$ cat src/rtl/alu_pkg.sv
// Shared decode constants, the ALU operation enum and funct3-to-op helpers for the RV32I ALU.
// The RV32M_EN macro enables the multiply/divide group; see alu.sv and alu_decode.sv.
package alu_pkg;

  localparam logic [6:0] OPC_OP    = 7'b0110011;
  localparam logic [6:0] OPC_OPIMM = 7'b0010011;
  localparam logic [6:0] OPC_LOAD  = 7'b0000011;
  localparam logic [6:0] OPC_STORE = 7'b0100011;
  localparam logic [6:0] OPC_JALR  = 7'b1100111;
  localparam logic [6:0] OPC_LUI   = 7'b0110111;

  localparam logic [2:0] F3_ADD  = 3'b000;
  localparam logic [2:0] F3_SLL  = 3'b001;
  localparam logic [2:0] F3_SLT  = 3'b010;
  localparam logic [2:0] F3_SLTU = 3'b011;
  localparam logic [2:0] F3_XOR  = 3'b100;
  localparam logic [2:0] F3_SR   = 3'b101;
  localparam logic [2:0] F3_OR   = 3'b110;
  localparam logic [2:0] F3_AND  = 3'b111;

  localparam logic [2:0] F3_MUL    = 3'b000;
  localparam logic [2:0] F3_MULH   = 3'b001;
  localparam logic [2:0] F3_MULHSU = 3'b010;
  localparam logic [2:0] F3_MULHU  = 3'b011;
  localparam logic [2:0] F3_DIV    = 3'b100;
  localparam logic [2:0] F3_DIVU   = 3'b101;
  localparam logic [2:0] F3_REM    = 3'b110;
  localparam logic [2:0] F3_REMU   = 3'b111;

  localparam logic [6:0] F7_BASE   = 7'b0000000;
  localparam logic [6:0] F7_ALT    = 7'b0100000;
  localparam logic [6:0] F7_MULDIV = 7'b0000001;

  typedef enum logic [4:0] {
    ALU_ZERO,
    ALU_ADD,
    ALU_SUB,
    ALU_SLL,
    ALU_SLT,
    ALU_SLTU,
    ALU_XOR,
    ALU_SRL,
    ALU_SRA,
    ALU_OR,
    ALU_AND,
    ALU_PASS2,
    ALU_MUL,
    ALU_MULH,
    ALU_MULHSU,
    ALU_MULHU,
    ALU_DIV,
    ALU_DIVU,
    ALU_REM,
    ALU_REMU
  } alu_op_e;

  // Integer table shared by OP and OP-IMM; alt picks SUB/SRA.
  function automatic alu_op_e base_op(input logic [2:0] f3, input logic alt);
    alu_op_e op;
    case (f3)
      F3_ADD:  op = alt ? ALU_SUB : ALU_ADD;
      F3_SLL:  op = ALU_SLL;
      F3_SLT:  op = ALU_SLT;
      F3_SLTU: op = ALU_SLTU;
      F3_XOR:  op = ALU_XOR;
      F3_SR:   op = alt ? ALU_SRA : ALU_SRL;
      F3_OR:   op = ALU_OR;
      default: op = ALU_AND;
    endcase
    return op;
  endfunction

  function automatic alu_op_e muldiv_op(input logic [2:0] f3);
    alu_op_e op;
    case (f3)
      F3_MUL:    op = ALU_MUL;
      F3_MULH:   op = ALU_MULH;
      F3_MULHSU: op = ALU_MULHSU;
      F3_MULHU:  op = ALU_MULHU;
      F3_DIV:    op = ALU_DIV;
      F3_DIVU:   op = ALU_DIVU;
      F3_REM:    op = ALU_REM;
      default:   op = ALU_REMU;
    endcase
    return op;
  endfunction

endpackage

$ cat src/rtl/alu_decode.sv
// Combinational instruction decode: maps opcode/funct3/funct7 onto an alu_op_e.
// RV32M_EN adds the funct7=0000001 multiply/divide group on OP.
module alu_decode
  import alu_pkg::*;
(
  input  logic [31:0] instr_i,
  output alu_op_e     op_o
);

  logic [6:0] opcode;
  logic [2:0] funct3;
  logic [6:0] funct7;
  logic       alt;
  logic       unused_fields;

  assign opcode = instr_i[6:0];
  assign funct3 = instr_i[14:12];
  assign funct7 = instr_i[31:25];
  assign alt    = instr_i[30];

  // Register specifiers never influence the operation.
  assign unused_fields = ^{instr_i[24:15], instr_i[11:7]};

  always_comb begin
    op_o = ALU_ZERO;
    case (opcode)
      OPC_OP: begin
        case (funct7)
          F7_BASE, F7_ALT: op_o = base_op(funct3, alt);
          F7_MULDIV: begin
`ifdef RV32M_EN
            op_o = muldiv_op(funct3);
`else
            op_o = ALU_ZERO;
`endif
          end
          default: op_o = ALU_ZERO;
        endcase
      end
      // ADDI has no subtract form, so alt only matters for the shift.
      OPC_OPIMM: op_o = (funct3 == F3_ADD) ? ALU_ADD : base_op(funct3, alt);
      OPC_LOAD, OPC_STORE, OPC_JALR: op_o = ALU_ADD;
      OPC_LUI: op_o = ALU_PASS2;
      default: op_o = ALU_ZERO;
    endcase
  end

endmodule

$ cat src/rtl/alu.sv
// RV32I execute-stage ALU with a one-cycle registered result.
// Define RV32M_EN to add the single-cycle RV32M multiply/divide operations.
module alu
  import alu_pkg::*;
#(
  parameter int XLEN = 32
) (
  input  logic            clk,
  input  logic            reset,
  input  logic [XLEN-1:0] op1,
  input  logic [XLEN-1:0] op2,
  input  logic [31:0]     instr,
  output logic [XLEN-1:0] res
);

  alu_op_e         op;
  logic [4:0]      shamt;
  logic [XLEN-1:0] sum;
  logic [XLEN-1:0] diff;
  logic [XLEN-1:0] sra_val;
  logic            lt_s;
  logic            lt_u;
  logic [XLEN-1:0] res_d;
  logic [XLEN-1:0] res_q;

  alu_decode u_decode (
    .instr_i (instr),
    .op_o    (op)
  );

  assign shamt   = op2[4:0];
  assign sum     = op1 + op2;
  assign diff    = op1 - op2;
  assign sra_val = $unsigned($signed(op1) >>> shamt);
  assign lt_s    = $signed(op1) < $signed(op2);
  assign lt_u    = op1 < op2;

`ifdef RV32M_EN
  logic [2*XLEN-1:0] prod_ss;
  logic [2*XLEN-1:0] prod_su;
  logic [2*XLEN-1:0] prod_uu;
  logic              div_zero;
  logic              div_ovf;
  logic [XLEN-1:0]   quot_s;
  logic [XLEN-1:0]   rem_s;
  logic [XLEN-1:0]   quot_u;
  logic [XLEN-1:0]   rem_u;

  // Sign/zero-extending to 2*XLEN lets one truncated multiply serve every MULH variant.
  assign prod_ss = {{XLEN{op1[XLEN-1]}}, op1} * {{XLEN{op2[XLEN-1]}}, op2};
  assign prod_su = {{XLEN{op1[XLEN-1]}}, op1} * {{XLEN{1'b0}}, op2};
  assign prod_uu = {{XLEN{1'b0}}, op1} * {{XLEN{1'b0}}, op2};

  assign div_zero = (op2 == '0);
  assign div_ovf  = (op1 == {1'b1, {(XLEN-1){1'b0}}}) && (op2 == '1);
  assign quot_s   = $unsigned($signed(op1) / $signed(op2));
  assign rem_s    = $unsigned($signed(op1) % $signed(op2));
  assign quot_u   = op1 / op2;
  assign rem_u    = op1 % op2;
`endif

  always_comb begin
    res_d = '0;
    case (op)
      ALU_ADD:   res_d = sum;
      ALU_SUB:   res_d = diff;
      ALU_SLL:   res_d = op1 << shamt;
      ALU_SLT:   res_d = {{(XLEN-1){1'b0}}, lt_s};
      ALU_SLTU:  res_d = {{(XLEN-1){1'b0}}, lt_u};
      ALU_XOR:   res_d = op1 ^ op2;
      ALU_SRL:   res_d = op1 >> shamt;
      ALU_SRA:   res_d = sra_val;
      ALU_OR:    res_d = op1 | op2;
      ALU_AND:   res_d = op1 & op2;
      ALU_PASS2: res_d = op2;
`ifdef RV32M_EN
      ALU_MUL:    res_d = prod_ss[XLEN-1:0];
      ALU_MULH:   res_d = prod_ss[2*XLEN-1:XLEN];
      ALU_MULHSU: res_d = prod_su[2*XLEN-1:XLEN];
      ALU_MULHU:  res_d = prod_uu[2*XLEN-1:XLEN];
      ALU_DIV:    res_d = div_zero ? '1 : (div_ovf ? op1 : quot_s);
      ALU_DIVU:   res_d = div_zero ? '1 : quot_u;
      ALU_REM:    res_d = div_zero ? op1 : (div_ovf ? '0 : rem_s);
      ALU_REMU:   res_d = div_zero ? op1 : rem_u;
`endif
      default:   res_d = '0;
    endcase
  end

  always_ff @(posedge clk) begin
    if (reset) begin
      res_q <= '0;
    end else begin
      res_q <= res_d;
    end
  end

  assign res = res_q;

endmodule

$ cat config.mk
export PLATFORM = sky130hd
export DESIGN_NAME = alu
export DESIGN_NICKNAME = d
export VERILOG_FILES = /design/src/rtl/alu_pkg.sv /design/src/rtl/alu_decode.sv /design/src/rtl/alu.sv
export SDC_FILE = /design/constraint.sdc
export NUM_CORES = 1
export LEC_CHECK = 0
export ABC_AREA = 0
export CORE_UTILIZATION = 45
export DETAILED_ROUTE_END_ITERATION = 8
export PLACE_DENSITY = 0.7
export REMOVE_ABC_BUFFERS = 1
export SYNTH_ARGS = -nofsm -noshare
export SYNTH_HDL_FRONTEND = slang
export SYNTH_HIERARCHICAL = 1
export SYNTH_SLANG_ARGS = --single-unit
$ cat constraint.sdc
create_clock -name clk -period 4.33 [get_ports clk]
set_clock_uncertainty 0.1 [all_clocks]
set_input_delay 0.866 -clock clk [delete_from_list [all_inputs] [get_ports clk]]
set_output_delay 0.866 -clock clk [all_outputs]
set_load 0.01 [all_outputs]
Word-level counts from Yosys, hierarchy flattened
Cells that the tools add are included.
{"block": "word_totals", "memories": 0, "ff_bits": 32, "output_inout_bits": 32, "in_bits": 98, "mem_bits_ro": 0, "ramBits": 0, "word_cells": 47, "latch_bits": 0}
{"block": "classes", "shift": 3, "div": 0, "n_reduce_logical": 4, "bitwise": 3, "eq_ne": 24, "n_lt_le_gt_ge": 2, "mul": 0, "mux": 8, "n_addsub": 2}
{"operator": "one-hot mux 32 bit (11 select lines)", "count": 1}
{"operator": "less-than comparator 32 bit", "count": 2}
{"operator": "one-hot mux 5 bit (7 select lines)", "count": 1}
{"operator": "adder 32 bit", "count": 1}
{"operator": "bitwise AND 32 bit", "count": 1}
{"operator": "bitwise OR 32 bit", "count": 1}
{"operator": "<< shifter 32 x 5 -> 32 bit", "count": 1}
{"operator": "right shift 32 x 5 -> 32 bit", "count": 1}
{"operator": ">>> shifter 32 x 5 -> 32 bit", "count": 1}
{"operator": "subtractor 32 bit", "count": 1}
{"operator": "bitwise XOR 32 bit", "count": 1}
{"operator": "one-hot mux 5 bit (6 select lines)", "count": 1}
{"operator": "equality test 7 x 6 -> 1 bit, second input constant", "count": 4}
{"operator": "equality test 5 x 3 -> 1 bit, second input constant", "count": 4}
{"operator": "equality test 5 x 4 -> 1 bit, second input constant", "count": 4}
{"operator": "one-hot mux 5 bit (4 select lines)", "count": 1}
{"operator": "equality test 5 x 2 -> 1 bit, second input constant", "count": 2}
{"operator": "2-to-1 mux 5 bit", "count": 2}
{"operator": "equality test 3 bit, second input constant", "count": 3}
{"operator": "equality test 7 x 2 -> 1 bit, second input constant", "count": 1}
{"operator": "equality test 7 x 5 -> 1 bit, second input constant", "count": 1}
{"operator": "equality test 7 bit, second input constant", "count": 1}
{"operator": "logical NOT 7 bit", "count": 1}
{"operator": "equality test 3 x 2 -> 1 bit, second input constant", "count": 2}
{"operator": "other kinds (7)", "count": 7}

Logic depth before layout (Yosys ltp)
Gate-level depths: netlist (run 1).
{"block": "logic_depth", "ltp_word": 6, "depth_mapped": 17, "ltp_nobuf": 13}

Cells and area by module
The synthesis (run 1) kept the hierarchy.
{"module": "alu", "instances": 1, "cells_each": 1398, "seq_area_each_um2": 640.6, "area_each_um2": 9705.6}
{"module": "alu_decode", "instances": 1, "cells_each": 37, "seq_area_each_um2": 0.0, "area_each_um2": 231.5}

Worst setup path after synthesis (run 1)
OpenSTA, ideal clock, no wires.
{"block": "synth_timing", "path_type": "input port to flip-flop", "from": "input port op2[2]", "to": "register res_q[25], in the netlist res[25]", "arrival_time_ns": 4.109, "required_ns": 4.097, "setup_time_ns": 0.133, "setup_slack_ns": -0.012, "n_path_buf": 4, "path_stages": 13, "cell_sequence": "buf_2 > inv_2 > buf_1 > clkbuf_1 > ha_1 > buf_2 > or4_1 > a211oi_2 > a31oi_1 > a2111oi_1 > o311ai_0 > nand3b_1 > o211ai_1"}
{"block": "synth_via", "elab_chain_len": 2, "elab_cells_between_ends": 6, "classes_between": "add/sub (2); shift (3); mux (1)"}
{"element": "start: declaration", "line": "alu.sv:11", "source": "input logic [XLEN-1:0] op2,"}
{"element": "subtractor 32 bit (tied with other cells)", "line": "alu.sv:33", "source": "assign diff = op1 - op2;"}
{"element": "one-hot mux 32 bit (11 select lines) (*)", "line": "alu.sv:64", "source": "case (op)"}
{"element": "end signal: assignment", "line": "alu.sv:94", "source": "res_q <= res_d;"}
{"element": "end: declaration", "line": "alu.sv:24", "source": "logic [XLEN-1:0] res_q;"}
Mark *: on every way between the ends. The rest lies on a longest branch, timed or not.
A chain may end at the register's enable or synchronous reset.

Final worst setup path (run 1)
{"block": "layout_timing", "from": "input port instr[1]", "to": "register res_q[28], in the netlist res[28]"}
{"block": "layout_via", "elab_chain_len": 5, "elab_cells_between_ends": 20, "classes_between": "eq/ne (17); mux (2); reduce/logical (1)"}
{"element": "start: declaration", "line": "alu.sv:12", "source": "input logic [31:0] instr,"}
{"element": "equality test 7 x 2 -> 1 bit (tied with other cells)", "line": "alu_decode.sv:26", "source": "case (opcode)"}
{"element": "OR reduction 3 bit", "line": "alu_decode.sv:26"}
{"element": "one-hot mux 5 bit (4 select lines) (*)", "line": "alu_decode.sv:26"}
{"element": "named net op[0]", "line": "alu.sv:16", "source": "alu_op_e op;"}
{"element": "equality test 5 x 4 -> 1 bit (tied with other cells)", "line": "alu.sv:64"}
{"element": "one-hot mux 32 bit (11 select lines) (*)", "line": "alu.sv:64"}
The timed path passes the listed nets; every way through them passes the cells marked *.

==> results of run 1 <==
==> worst min path at each step <==
stage / slack (ns) / from / to / depth (start not counted)
detailed placement: 1.36 / op2[1] / res[1] / 5
floorplan: 0.91 / op2[4] / res[3] / 2
global placement: 1.34 / op2[1] / res[1] / 5
finish: 1.06 / op2[1] / res[1] / 5
CTS: 1.06 / op2[1] / res[1] / 5
global route: 1.12 / op2[1] / res[1] / 5
==> power groups by stage <==
stage	clock network (W)	registers [W]	logic (W)
after floorplan	0	0.000303	0.000659
after global placement	0	0.000302	0.00130
after global routing	0.000408	0.000295	0.00146
final	0.000399	0.000295	0.00138
after detailed placement	0	0.000302	0.00131
after CTS	0.000406	0.000295	0.00132
==> area by class of cell <==
type | count | area, um^2
diodes | 2 | 5.005
clock buffers | 8 | 146.4
fillers | 2090 | 8329
inverters | 97 | 364.1
multi-input cells | 1190 | 8562
flip-flops and latches | 32 | 640.6
well taps | 280 | 350.3
repair buffers | 400 | 3358
==> per-stage QoR <==
step           worst slack (ns)  setup TNS, ns
2_1_floorplan           -0.1978        -0.4697
3_3_place_gp            -0.2476         -1.986
3_5_place_dp            -0.2813         -3.210
4_1_cts                 0.01957              0
5_1_grt                -0.09319        -0.2022
6_report                0.06587              0
==> kinds of logic after synthesis <==
| logic type | after synthesis | synth area share (%) |
|---|---|---|
| muxes | 101 | 13.77 |
| AOI/OAI and AO/OA | 532 | 36.06 |
| other | 1 | 0.03774 |
| adders and majority gates | 102 | 12.99 |
| and+or+nand+nor | 439 | 20.61 |
| buffers and inverters | 213 | 8.751 |
| DFF | 32 | 6.447 |
| xor gates and xnor gates | 15 | 1.322 |
==> layer usage <==
metal	wire, um	vias to the layer above
li1	-	5963
met1	20840	6335
met2	21510	928
met3	6417	139
met4	2309	0
met5	0	-
==> Yosys cell counts (6+ instances only) <==
cell type	n	area (um^2)
a2111oi_0	6	52.55
a211o_1	10	87.58
a211oi_1	19	142.6
a21o_1	14	105.1
a21oi_1	132	660.6
a221o_1	12	120.1
a221oi_1	22	192.7
a22oi_1	23	172.7
a31oi_1	27	168.9
and2_1	7	43.79
and3_1	10	62.56
buf_1	8	30.03
buf_2	32	160.2
buf_4	6	45.04
clkbuf_1	69	259.0
dfxtp_1	32	640.6
ha_1	100	1251
inv_1	94	352.8
mux2_2	6	67.56
mux2i_1	67	670.6
mux4_2	28	630.6
nand2_1	124	465.5
nand2b_1	18	112.6
nand3_1	27	135.1
nand4_1	8	50.05
nor2_1	160	600.6
nor2b_1	14	87.58
nor3_1	21	105.1
nor4_1	12	75.07
o2111ai_1	8	70.07
o211ai_1	20	150.1
o21a_1	6	45.04
o21ai_0	99	495.5
o21bai_1	13	97.59
o221ai_1	15	131.4
o22ai_1	24	150.1
o31ai_1	16	120.1
or3_1	10	62.56
xnor2_1	9	78.83
xor2_1	6	52.55
==> results.yml, run 1 <==
setup_path:
  crit_path_end_kind: "flip-flop"
  crit_buf_inv: 4
  worst_path_max_delay_cell: "or4b_4"
  path_depth: 15
  crit_required_ns: 4.45
  critPathCapture: "res[28]"
  crit_path_frequent_cell: "buf_4"
  crit_path_start: "instr[1]"
  arrival_ns: 4.39
  cp_max_fo: 18
  crit_chain: "clkdlybuf4s50_1 > nand2_1 > or4b_4 > a211o_1 > o32ai_4 > buf_4 > and4bb_4 > nand2_1 > buf_4 > nor2_1 > a31oi_1 > nand4_1 > buf_4 > nor3_1 > o31ai_1"
  cp_slowest_stage_delay_ns: 0.49
  path_delay_family: "simple AND/OR/NAND/NOR gates"
  cp-start-kind: "input pin"
  critPathKind: "input pin to flip-flop"
yosys:
  synth_cell_type_count: 92
  synthCells: 1435
  synth-async-reset-ratio_pct: 0
  ys_ff_latch: 32
  synth.cell_area_um2: 9937
  synth-edff-count: 0
  synth-main-ff-cell: "dfxtp_1"
  avgSynthCellArea_um2: 6.925
  yosysSeqAreaShare_pct: 6.447
  yosysWarnings: 6
grt:
  grt_overflow: 0
  antenna_found_initial: 3
  grt_usage_pct: 44.82
  grt_max_degree: 94
  met3_usage_pct: 10.88
  grt_busiest_layer: "met2"
  grt_pass1_wl_mm: 75.02
  use_met2_pct: 67.24
  grt_use_met1_pct: 60.98
  grt_pass1_vias: 12260
timing:
  setup_violations: 0
  min_period_ns: 4.264
  finalMaxSlewViolations: 0
  whs_ns: 1.064
  period_share_pct: 98.48
  timing.fmax_mhz: 234.5
  rsz0062_at_grt: "yes"
  slew_headroom_pct: 40.45
  tightest_slew_ns: 0.8864
  hold_viol: 0
power:
  ir_worst_vdd_mv: 0.1176
  total_power_w: 0.002073
  internal-power_w: 0.001101
  combPwrFrac_pct: 66.5
  p_clk_share_pct: 19.2
  switching_share_pct: 46.89
  pwr_density_cell_nw_per_um2: 154.4
  p_sw_w: 0.0009722
  p_leak_nw: 5.822
  seq_power_share_pct: 14.3
cts:
  cts_tree: "built"
  cts-root-buf: "clkbuf_16"
  numCtsBuffers: 5
  ctsResizeCount: 0
  hold_buffers: 0
  cts.htree.levels: 2
  cts_num_sinks: 32
  post-cts-setup-buffers: 0
  cts_buffer_depth: 2
  clk_pin_slew_worst_paths_ns: 0.06
placement:
  placed_area_um2: 13160
  dp.cells: 1999
  gp_congestion: 1.065
  dp_hpwl_mm: 40.81
  numPortBuffers: 114
die:
  initial_core_util_pct: 45.68
  ios: 130
  num_rows: 54
  fp.dieH_um: 150.6
  core_um2: 21760
  die_area_um2: 22680
  die_w_um: 150.6
finish:
  final_common_cell: "buf_4"
  fin_area_um2: 13430
  mostFrequentLayoutCells: "buf_4 (280), nor2_1 (154), a21oi_1 (132)"
  nets: 1926
  fin_cells: 2009
  largest_reg_flops: 32
  final_util_pct: 61.71
  drive_gt1_share_pct: 21.66
  synthToLayoutAreaGrowth_pct: 35.12
routing:
  antenna_left: 0
  dr.pass1.iters: 5
  viasPerCell: 6.653
  vias: 13370
  wirelength_mm: 51.08
  detail_route.wl_per_cell_um: 25.42
  drt_iter0_drc: 1723
  drc: 0
status:
  status: "complete, no violations"
min_path:
  hold_class: "input pin to flip-flop"
job:
  drv_cap: 0
(Power assumes the default switching activity.)
==> run 2: changes to the inputs <==
--- a/config.mk
+++ b/config.mk
@@ -6,10 +6,12 @@
 export NUM_CORES = 1
 export LEC_CHECK = 0
 export ABC_AREA = 0
+export CORE_MARGIN = 2
 export CORE_UTILIZATION = 45
 export DETAILED_ROUTE_END_ITERATION = 8
 export PLACE_DENSITY = 0.7
 export REMOVE_ABC_BUFFERS = 1
+export SLEW_MARGIN = 20
 export SYNTH_ARGS = -nofsm -noshare
 export SYNTH_HDL_FRONTEND = slang
 export SYNTH_HIERARCHICAL = 1
==> run 2 against run 1 <==
  * Wire length rose by 0.45%
  * Worst hold slack better by 0.16 ns
  * Critical path depth down 3
  * Core utilization is 0.75 points lower
  * Final cell count is 1.4% lower
  * Non-clock buffer count down 26
  * Global-route usage shrank 2.4 points
  * Clock power grew 4%
  * Combinational power hardly changed
  * Setup slack better by 0.023 ns
  * Cell area is 1.2% lower
  * Largest power group unchanged
  * Highest routed layer unchanged
==> results.yml, run 2 (synthesis gave the netlist of run 1 again) <==
status:
  status: "complete, no violations"
grt:
  grt_pass1_wl_mm: 76.37
  grt_usage_pct: 42.46
  grt_overflow: 0
  grt_pass1_vias: 12410
  grt_max_degree: 95
  antenna_found_initial: 1
power:
  internal-power_w: 0.001083
  combPwrFrac_pct: 65.7
  p_clk_share_pct: 20.0
  total_power_w: 0.002072
  switching_share_pct: 47.74
  p_sw_w: 0.0009894
  p_leak_nw: 5.711
  ir_worst_vdd_mv: 0.1254
  seq_power_share_pct: 14.2
  pwr_density_cell_nw_per_um2: 156.3
routing:
  antenna_left: 0
  wirelength_mm: 51.31
  vias: 13320
  detail_route.wl_per_cell_um: 25.90
  drc: 0
  viasPerCell: 6.722
  drt_iter0_drc: 1997
  dr.pass1.iters: 6
cts:
  clk_pin_slew_worst_paths_ns: 0.06
  cts_buffer_depth: 2
  cts.htree.levels: 2
  cts_num_sinks: 32
  numCtsBuffers: 5
  cts_tree: "built"
  post-cts-setup-buffers: 0
  cts-root-buf: "clkbuf_16"
timing:
  tightest_slew_ns: 0.8236
  rsz0062_at_grt: "yes"
  finalMaxSlewViolations: 0
  setup_violations: 0
  period_share_pct: 97.96
  whs_ns: 1.228
  hold_viol: 0
  slew_headroom_pct: 44.51
  timing.fmax_mhz: 235.8
  final.setup.tns_ns: 0
  min_period_ns: 4.242
finish:
  mostFrequentLayoutCells: "buf_4 (248), nor2_1 (157), a21oi_1 (131)"
  final_common_cell: "buf_4"
  fillers: 2107
  nets: 1900
  largest_reg_flops: 32
  diodes: 0
  synthToLayoutAreaGrowth_pct: 33.47
  drive_gt1_share_pct: 20.22
setup_path:
  worst_path_max_delay_cell: "or4_1"
  crit_buf_inv: 4
  cp-start-kind: "input pin"
  crit_path_end_kind: "flip-flop"
  path_depth: 12
  crit_chain: "clkdlybuf4s50_1 > inv_1 > ha_1 > buf_4 > or4_1 > a211oi_2 > a31oi_1 > a2111oi_1 > buf_4 > o311ai_0 > nand3b_1 > o211ai_1"
  critPathKind: "input pin to flip-flop"
  cp_max_fo: 4
  path_delay_family: "compound AO/OA/AOI/OAI gates"
  crit_required_ns: 4.39
  cp_slowest_stage_delay_ns: 0.62
  arrival_ns: 4.30
  crit_path_frequent_cell: "buf_4"
die:
  ios: 130
  initial_core_util_pct: 45.68
  die_w_um: 152.6
  die_area_um2: 23290
  core_um2: 21760
  fp.dieH_um: 152.6
  num_rows: 54
min_path:
  holdPathStages: 4
  hold_class: "input pin to flip-flop"
  hold_end: "res[1]"
  hold_start: "op2[3]"
placement:
  numPortBuffers: 114
  dp_hpwl_mm: 41.30
  gp_congestion: 1.088
job:
  drv_cap: 0
## run 2: changes by cell type in the layout (fill, tap and decap cells not counted), sizes merged
cell   previous run  this run
buf             290       264
diode             2         0
## run 2: worst max path at each step
stage / to / slack, ns / from
floorplan: res[25] / -0.20 / instr[28]
global placement: res[22] / -0.25 / instr[28]
detailed placement: res[27] / -0.29 / instr[28]
CTS: res[25] / 0.02 / instr[28]
global route: res[25] / -0.05 / instr[28]
finish: res[25] / 0.09 / op1[3]
## run 2: repair_timing
action,4_1_cts,5_1_grt
pin swaps,0,3
resized for setup,1,17
hold buffers,0,0
endpoints found under the setup margin,1,23
## run 2: layer usage
layer	global-route usage (%)	vias up	routed length, um
li1	-	5918	-
met1	57.47	6269	20630
met2	63.95	979	21450
met3	10.84	151	6601
met4	18.17	0	2630
met5	0	-	0
## run 2: area by class of cell
class	instances	area, um^2	area share, %
timing repair buffer	374	3221	24.28
inverter	97	364.1	2.745
multi-input combinational	1190	8541	64.40
clock buffer	8	146.4	1.104
tap	280	350.3	2.642
sequential	32	640.6	4.830
## run 2: stage by stage
stage                     utilization, %  cell area (um^2)  cells  setup slack [ns]
after floorplan                        -              9432   1319           -0.1978
after global placement             59.83             13020   1973           -0.2495
after detailed placement           59.83             13020   1973           -0.2881
after CTS                          60.53             13170   1981           0.01666
after global routing               60.96             13260   1981          -0.04851
final                              60.96             13260   1981           0.08849
## run 2: power groups by stage
| stage | Sequential [W] | Combinational, W | Clock, W |
|---|---|---|---|
| 2_1_floorplan | 0.000303 | 0.000659 | 0 |
| 3_3_place_gp | 0.000302 | 0.00129 | 0 |
| 3_5_place_dp | 0.000302 | 0.00130 | 0 |
| 4_1_cts | 0.000295 | 0.00130 | 0.000412 |
| 5_1_grt | 0.000295 | 0.00144 | 0.000421 |
| 6_report | 0.000295 | 0.00136 | 0.000415 |
## run 2: worst min-delay path: stages
cell and delay, ns:
buf_2 0.11, buf_4 0.23, o21ai_0 0.27, a21oi_1 0.08
==> run 3: changes to the inputs <==
--- a/config.mk
+++ b/config.mk
@@ -7,9 +7,9 @@
 export LEC_CHECK = 0
 export ABC_AREA = 0
 export CORE_MARGIN = 2
-export CORE_UTILIZATION = 45
+export CORE_UTILIZATION = 53
 export DETAILED_ROUTE_END_ITERATION = 8
-export PLACE_DENSITY = 0.7
+export PLACE_DENSITY = 0.8
 export REMOVE_ABC_BUFFERS = 1
 export SLEW_MARGIN = 20
 export SYNTH_ARGS = -nofsm -noshare
==> run 3 against run 2 <==
  * Setup slack worse by 0.015 ns
  * Combinational power decreased by 3%
  * Count of clock-buffer cells in the layout unchanged
  * Critical path type unchanged
  * Critical endpoint is now res[28]
  * Highest routed layer is now met5
==> results.yml, run 3 (synthesis gave the netlist of run 1 again) <==
setup_path:
  cp_slowest_stage_delay_ns: 0.47
  crit_chain: "clkdlybuf4s50_1 > nor4_1 > nand2_1 > or3b_1 > a31oi_1 > buf_4 > and4bb_2 > nand2_1 > buf_4 > nor2_1 > a31oi_1 > nand4_1 > a211oi_2 > o21a_1 > o31ai_1"
  cp-start-kind: "input pin"
  arrival_ns: 4.38
  critPathCapture: "res[28]"
  crit_path_start: "instr[28]"
  crit_path_end_kind: "flip-flop"
  crit_required_ns: 4.45
  worst_path_max_delay_cell: "nor2_1"
  critPathKind: "input pin to flip-flop"
  cp_max_fo: 18
timing:
  finalMaxSlewViolations: 0
  tightest_slew_ns: 0.7511
  timing.fmax_mhz: 235.0
  period_share_pct: 98.29
  hold_viol: 0
  slew_headroom_pct: 49.40
  min_period_ns: 4.256
  setup_violations: 0
die:
  num_rows: 50
  die_w_um: 140.9
  initial_core_util_pct: 53.48
  ios: 130
  fp.dieH_um: 140.9
  core_um2: 18580
  die_area_um2: 19860
power:
  internal-power_w: 0.001060
  ir_worst_vdd_mv: 0.1288
  combPwrFrac_pct: 65.7
  p_sw_w: 0.0009570
  p_leak_nw: 5.619
  p_clk_share_pct: 19.7
  seq_power_share_pct: 14.6
  pwr_density_cell_nw_per_um2: 154.9
  switching_share_pct: 47.45
finish:
  final_common_cell: "buf_4"
  drive_gt1_share_pct: 19.34
  largest_reg_flops: 32
  diodes: 0
  final_util_pct: 70.10
  nets: 1885
  mostFrequentLayoutCells: "buf_4 (236), nor2_1 (155), a21oi_1 (132)"
  fin_area_um2: 13030
  synthToLayoutAreaGrowth_pct: 31.08
grt:
  grt_pass1_wl_mm: 73.61
  grt_usage_pct: 48.49
  antenna_found_initial: 2
  grt_overflow: 0
  grt_max_degree: 68
  grt_pass1_vias: 12550
routing:
  drc: 0
  drt_iter0_drc: 2247
  detail_route.wl_per_cell_um: 25.95
  vias: 13540
  dr.pass1.iters: 7
  antenna_left: 0
  viasPerCell: 7.052
  wirelength_mm: 49.82
placement:
  placed_area_um2: 12810
  numPortBuffers: 114
  dp_hpwl_mm: 39.29
  gp_congestion: 1.093
job:
  drv_cap: 0
cts:
  clk_pin_slew_worst_paths_ns: 0.07
  post-cts-setup-buffers: 0
  cts_buffer_depth: 2
  cts_tree: "built"
  cts-root-buf: "clkbuf_16"
  cts_num_sinks: 32
  numCtsBuffers: 5
  cts.htree.levels: 2
min_path:
  hold_start: "op2[2]"
  hold_class: "input pin to flip-flop"
status:
  status: "complete, no violations"
-- run 3: through the flow --
step / TNS, ns / power (W) / instances / hold slack (ns) / worst slack (ns)
after global placement: -0.6127 / 0.001537 / 1912 / 1.244 / -0.1108
after CTS: 0 / 0.001954 / 1920 / 0.9706 / 0.06894
final: 0 / 0.002017 / 1920 / 0.9819 / 0.07389
after global routing: -0.1293 / 0.002094 / 1920 / 1.006 / -0.04420
after detailed placement: -1.810 / 0.001554 / 1912 / 1.270 / -0.1963
after floorplan: -0.4697 / 0.0009621 / 1319 / 0.9065 / -0.1978
-- run 3: worst min-delay path by stage --
stage / slack (ns) / to / cells after the start
final: 0.98 / res[2] / 5
after global routing: 1.01 / res[2] / 5
after CTS: 0.97 / res[2] / 5
after detailed placement: 1.27 / res[2] / 5
after global placement: 1.24 / res[2] / 5
after floorplan: 0.91 / res[3] / 2
-- run 3: power groups by stage --
stage,Clock (W),Sequential [W],Combinational [W]
4_1_cts,0.000400,0.000295,0.00126
2_1_floorplan,0,0.000303,0.000659
3_3_place_gp,0,0.000302,0.00123
3_5_place_dp,0,0.000302,0.00125
5_1_grt,0.000404,0.000295,0.00140
6_report,0.000397,0.000295,0.00132
-- run 3: worst max-delay path, delay by kind of cell --
family	cells	cell delay [ns]
AND/OR/NAND/NOR	7	1.92
AO/OA/AOI/OAI	5	0.74
buffers and inverters	3	0.82
-- run 3: final cells by class --
class,instances,area (um^2)
inverters,97,364.1
clock buffers,8,146.4
flip-flops and latches,32,640.6
multi-input cells,1190,8499
fillers,1620,5555
repair buffers,359,3082
well taps,234,292.8
-- run 3: metal layers --
metal | share of wire, % | vias up | wire (um) | track usage [%]
li1 | - | 5873 | - | -
met4 | 6.5 | 4 | 3248 | 25.21
met1 | 38 | 6261 | 18730 | 63.08
met3 | 15 | 247 | 7604 | 16.81
met2 | 41 | 1155 | 20210 | 70.86
met5 | 0.054 | - | 27 | 0
-- run 3: timing repair --
| item | 4_1_cts | 5_1_grt |
|---|---|---|
| hold buffers | 0 | 0 |
| endpoints found under the setup margin | 0 | 15 |
| gates resized for setup | 0 | 16 |
| hold endpoints to repair | 0 | 0 |
